<file path="src/rtl/pll_lock_sequencer.sv">
// rtl/pll_lock_sequencer.sv - PLL lock qualification, hold-off and triplicated downstream reset release
module pll_lock_sequencer #(
    parameter int LOCK_COUNT   = 64,
    parameter int UNLOCK_COUNT = 4,
    parameter int HOLDOFF      = 16,
    parameter int TIMEOUT      = 4096,
    parameter int CNT_W        = 13
) (
    input  logic       clk_40MHz,
    input  logic       rst_b,
    input  logic       enable,
    input  logic       instLock,
    input  logic       relock,
    input  logic       clearStatus,
    output logic       pllLocked,
    output logic       rstOutA_b,
    output logic       rstOutB_b,
    output logic       rstOutC_b,
    output logic [7:0] lossCount,
    output logic       lockTimeout,
    output logic [1:0] state
);

    typedef enum logic [1:0] {
        sIdle     = 2'd0,
        sWaitLock = 2'd1,
        sHoldoff  = 2'd2,
        sLocked   = 2'd3
    } stateT;

    // Terminal values: an event fires on the edge where the counter sits at N-1
    localparam logic [CNT_W-1:0] LOCK_LAST   = CNT_W'(LOCK_COUNT - 1);
    localparam logic [CNT_W-1:0] UNLOCK_LAST = CNT_W'(UNLOCK_COUNT - 1);
    localparam logic [CNT_W-1:0] HOLD_LAST   = CNT_W'(HOLDOFF - 1);
    localparam logic [CNT_W-1:0] TO_LAST     = CNT_W'(TIMEOUT - 1);
    localparam logic [CNT_W-1:0] CNT_ONE     = CNT_W'(1);

    stateT            curState, nextState;
    logic             lockMeta, lockS;
    logic [CNT_W-1:0] runCnt, runNext;
    logic [CNT_W-1:0] holdCnt, holdNext;
    logic [CNT_W-1:0] unlockCnt, unlockNext;
    logic [CNT_W-1:0] toCnt, toNext;
    logic             lossEvent, timeoutEvent;
    logic [7:0]       lossBase, lossNext;
    logic             timeoutNext;

    assign state = curState;

    // Two-flop synchronizer bringing the PLL's raw lock indication into clk_40MHz
    always_ff @(posedge clk_40MHz or negedge rst_b) begin
        if (!rst_b) begin
            lockMeta <= 1'b0;
            lockS    <= 1'b0;
        end else begin
            lockMeta <= instLock;
            lockS    <= lockMeta;
        end
    end

    // Next-state, counter and status-event decode; enable beats relock beats normal flow
    always_comb begin
        nextState    = curState;
        runNext      = runCnt;
        holdNext     = holdCnt;
        unlockNext   = unlockCnt;
        toNext       = toCnt;
        lossEvent    = 1'b0;
        timeoutEvent = 1'b0;
        if (!enable) begin
            nextState  = sIdle;
            runNext    = '0;
            holdNext   = '0;
            unlockNext = '0;
            toNext     = '0;
        end else if (relock && curState != sIdle) begin
            nextState  = sWaitLock;
            runNext    = '0;
            holdNext   = '0;
            unlockNext = '0;
            toNext     = '0;
        end else begin
            case (curState)
                sIdle: nextState = sWaitLock;
                sWaitLock: begin
                    if (toCnt == TO_LAST) begin
                        timeoutEvent = 1'b1;
                        toNext       = '0;
                    end else begin
                        toNext = toCnt + CNT_ONE;
                    end
                    if (!lockS) begin
                        runNext = '0;
                    end else if (runCnt == LOCK_LAST) begin
                        nextState = sHoldoff;
                        runNext   = '0;
                        toNext    = '0;
                    end else begin
                        runNext = runCnt + CNT_ONE;
                    end
                end
                sHoldoff: begin
                    if (!lockS) begin
                        nextState = sWaitLock;
                        holdNext  = '0;
                    end else if (holdCnt == HOLD_LAST) begin
                        nextState = sLocked;
                        holdNext  = '0;
                    end else begin
                        holdNext = holdCnt + CNT_ONE;
                    end
                end
                sLocked: begin
                    if (lockS) begin
                        unlockNext = '0;
                    end else if (unlockCnt == UNLOCK_LAST) begin
                        nextState  = sWaitLock;
                        unlockNext = '0;
                        lossEvent  = 1'b1;
                    end else begin
                        unlockNext = unlockCnt + CNT_ONE;
                    end
                end
                default: nextState = sIdle;
            endcase
        end
        // A clear coinciding with an event still records the event
        lossBase    = clearStatus ? 8'd0 : lossCount;
        lossNext    = (lossEvent && lossBase != 8'hFF) ? lossBase + 8'd1 : lossBase;
        timeoutNext = timeoutEvent | (lockTimeout & ~clearStatus);
    end

    // State, counters and registered outputs; outputs are decoded from the next state
    always_ff @(posedge clk_40MHz or negedge rst_b) begin
        if (!rst_b) begin
            curState    <= sIdle;
            runCnt      <= '0;
            holdCnt     <= '0;
            unlockCnt   <= '0;
            toCnt       <= '0;
            pllLocked   <= 1'b0;
            rstOutA_b   <= 1'b0;
            rstOutB_b   <= 1'b0;
            rstOutC_b   <= 1'b0;
            lossCount   <= 8'd0;
            lockTimeout <= 1'b0;
        end else begin
            curState    <= nextState;
            runCnt      <= runNext;
            holdCnt     <= holdNext;
            unlockCnt   <= unlockNext;
            toCnt       <= toNext;
            pllLocked   <= (nextState == sHoldoff) || (nextState == sLocked);
            rstOutA_b   <= (nextState == sLocked);
            rstOutB_b   <= (nextState == sLocked);
            rstOutC_b   <= (nextState == sLocked);
            lossCount   <= lossNext;
            lockTimeout <= timeoutNext;
        end
    end

endmodule
</file>
<file path="config.mk">
export PLATFORM = sky130hd
export DESIGN_NAME = pll_lock_sequencer
export DESIGN_NICKNAME = d
export VERILOG_FILES = /design/src/rtl/pll_lock_sequencer.sv
export SDC_FILE = /design/constraint.sdc
export NUM_CORES = 1
export LEC_CHECK = 0
export BUFFER_PORTS_ARGS = -buffer_cell sky130_fd_sc_hd__clkbuf_2
export CORE_MARGIN = 10
export CORE_UTILIZATION = 45
export CTS_CLUSTER_DIAMETER = 30
export DETAILED_ROUTE_END_ITERATION = 10
export PLACE_DENSITY = 0.73
export SYNTH_ARGS = -nofsm -noshare
export SYNTH_HDL_FRONTEND = slang
export SYNTH_SLANG_ARGS = --single-unit
</file>
<file path="constraint.sdc">
create_clock -name clk_40MHz -period 2.4 [get_ports clk_40MHz]
set_clock_uncertainty 0.05 [all_clocks]
set_input_delay 0.48 -clock clk_40MHz [delete_from_list [all_inputs] [get_ports clk_40MHz]]
set_output_delay 0.48 -clock clk_40MHz [all_outputs]
set_load 0.01 [all_outputs]
</file>
==> out/results.ini <==
[worst_hold_path]
hold_class=primary input to async pin

[synthesis]
syn-instance-count=382
synth-edff-count=0
ys_types=52
syn_area_um2=3632
synthArstFlopShare_pct=100.0
ys_ff_latch=67
syn_area_per_cell_um2=9.508
ys_seq_area_share_pct=46.16
ys_warn_count=0
syn-num-nets=393
synthFlopType=dfrtp_1

[timing]
final_hold_viol_count=0
finalCritPeriodShare_pct=91.56
setup_tns_ns=0
maxSlewViolCount=0
max_slew.worst_pin.slew_ns=0.8049
fmax_mhz=455.1
rsz0062_at_grt=true
fin_crit_ns=2.197
setup_viol=0
relSlewSlack_pct=46.22
hold_ws_ns=0.08868

[outcome]
run_status=complete, no violations

[clocking]
htreeDepth=3
cts_sinks=67
clk_root_buffer_cell=clkbuf_8
cts_buffer_depth=2
insertion_delay_ns=0.35
cts_tree=yes
clk_pin_slew_ns=0.07
numCtsBuffers=9
post_cts_resized=0
postCtsSetupBuffers=0
hold_buffers=0

[final_layout]
n_antenna_cell=0
fin_util_pct=52.12
final_cell_mix=dfrtp_1, nand2_1, nand3_1, a21oi_1, nor2_1
fin_cells=518
drive_gt1_share_pct=16.11
fin_nets=423
final.fill_count=722
layout_commonest_cell=dfrtp_1
syn_to_final_growth_pct=12.02

[critical_path]
crit_chain=ha_1 -> nand4_1 -> nor4_4 -> or4b_1 -> buf_4 -> o311ai_0
crit_path_start_kind=register
crit_type=register to register
critPathMaxFanout=9
required_ns=2.58
max_stage_delay_ns=0.55
crit_arrival_ns=2.37
r2r_setup_slack_ns=0.20
slowest_stage=or4b_1
r2r_cells=6
end_kind=register

[drt]
dr.pass1.iters=4
num_vias=3035
drt_wl_total_mm=7.872
drc=0
drt_iter0_markers=148
wl_per_cell_um=15.20
viasPerCell=5.859
ant_nets=0

[global_route]
grt-ovfl-total=0
met2_usage_pct=21.00
grt_pass1_wl_mm=13.68
busiest_layer=met2
antenna_found_initial=0
grtUsageMet1_pct=18.55
grt_pass1_vias=2856
grtUsageTotal_pct=14.15
grt_start_max_net_pins=29
met3_usage_pct=3.394

[floorplanning]
dieHeight_um=109.8
io_pins=21
initial_core_util_pct=46.52
core_um2=7807
die_x_um=109.8
fp.dieArea_um2=12060
rows=32

[placed_design]
post-dp-hpwl_mm=5.631
port_buffers=20
gp_congestion=0.8575
place_inst=503

[pwr]
power.leakage_uw=0.001831
p_total_uw=2067
max-vdd-ir-drop_mv=0.3290
powerDensity_nw_per_um2=508.0

[flow_run]
max-cap-violations=0

power breakdown:
part           leakage [uW]  total, uW  internal, uW  switching [uW]
sequential         0.000928       1150          1140            8.65
clock             0.0000860        815           393             422
combinational      0.000817        107          32.6            74.4
total               0.00183       2070          1560             505
worst max-delay path: cells and delay by family, from the launching register on:
family,cells,cell delay [ns]
AO/OA/AOI/OAI,1,0.35
adder cells (fa/ha/maj),1,0.26
buffers and inverters,1,0.19
AND/OR/NAND/NOR,3,0.81
flip-flops,1,0.42
metal layers:
metal	share of wire (%)	wire [um]	vias up
met5	0	0	-
met4	2.2	170	0
met3	5.8	456	11
met2	45	3533	72
met1	47	3712	1474
li1	-	-	1478
final cells by class:
class	count	area, um^2	area share [%]
Multi-Input combinational cell	283	1812	44.53
Clock buffer	12	145.1	3.567
Timing Repair Buffer	37	240.2	5.904
Inverter	14	52.55	1.292
Clock inverter	3	15.01	0.3690
Sequential cell	67	1677	41.21
Tap cell	102	127.6	3.137
through the flow:
stage                     cell area (um^2)  setup WS [ns]
after floorplan                       3632         0.1569
after global placement                3902         0.2464
after detailed placement              3902         0.1240
after CTS                             4063         0.1503
after global routing                  4069       -0.01835
final                                 4069         0.2026
kinds of logic after synthesis:
group	synth area share, %
adders and majority gates	1.722
AOI/OAI and AO/OA	17.16
DFF	46.16
muxes	1.550
and+or+nand+nor	25.42
buffers and inverters	4.134
xor gates and xnor gates	3.858
state kept, by name, summed over array words and instances, names as in the netlist:
signal,flops
holdCnt,13
runCnt,13
toCnt,13
unlockCnt,13
lossCount,8
state,2
lockMeta,1
lockS,1
lockTimeout,1
pllLocked,1
rstOutC_b,1
cell usage after synthesis, drive strengths merged (9+ instances only):
| cell | instances | area share [%] |
|---|---|---|
| nand4 | 12 | 2.1 |
| nand2 | 32 | 3.3 |
| buf | 10 | 1.9 |
| nor3 | 9 | 1.2 |
| a31oi | 20 | 3.4 |
| a22o | 14 | 3.4 |
| nor2 | 21 | 2.2 |
| o21ai | 21 | 3.0 |
| dfrtp | 67 | 46 |
| a21oi | 23 | 3.2 |
| nor4 | 11 | 3.1 |
| inv | 14 | 1.4 |
| nand3 | 25 | 3.4 |
| and3 | 9 | 1.7 |
path summary, 6_finish.rpt:
kind | from | end
setup reg to reg | runCnt[0] | toCnt[7]
min in group clk_40MHz | instLock | lockMeta
setup / recovery | runCnt[0] | toCnt[7]
hold / removal | rst_b | runCnt[5]
hold reg to reg | lockMeta | lockS
max in group asynchronous | rst_b | unlockCnt[12]
Note: power is estimated with default switching activity, not from simulation.
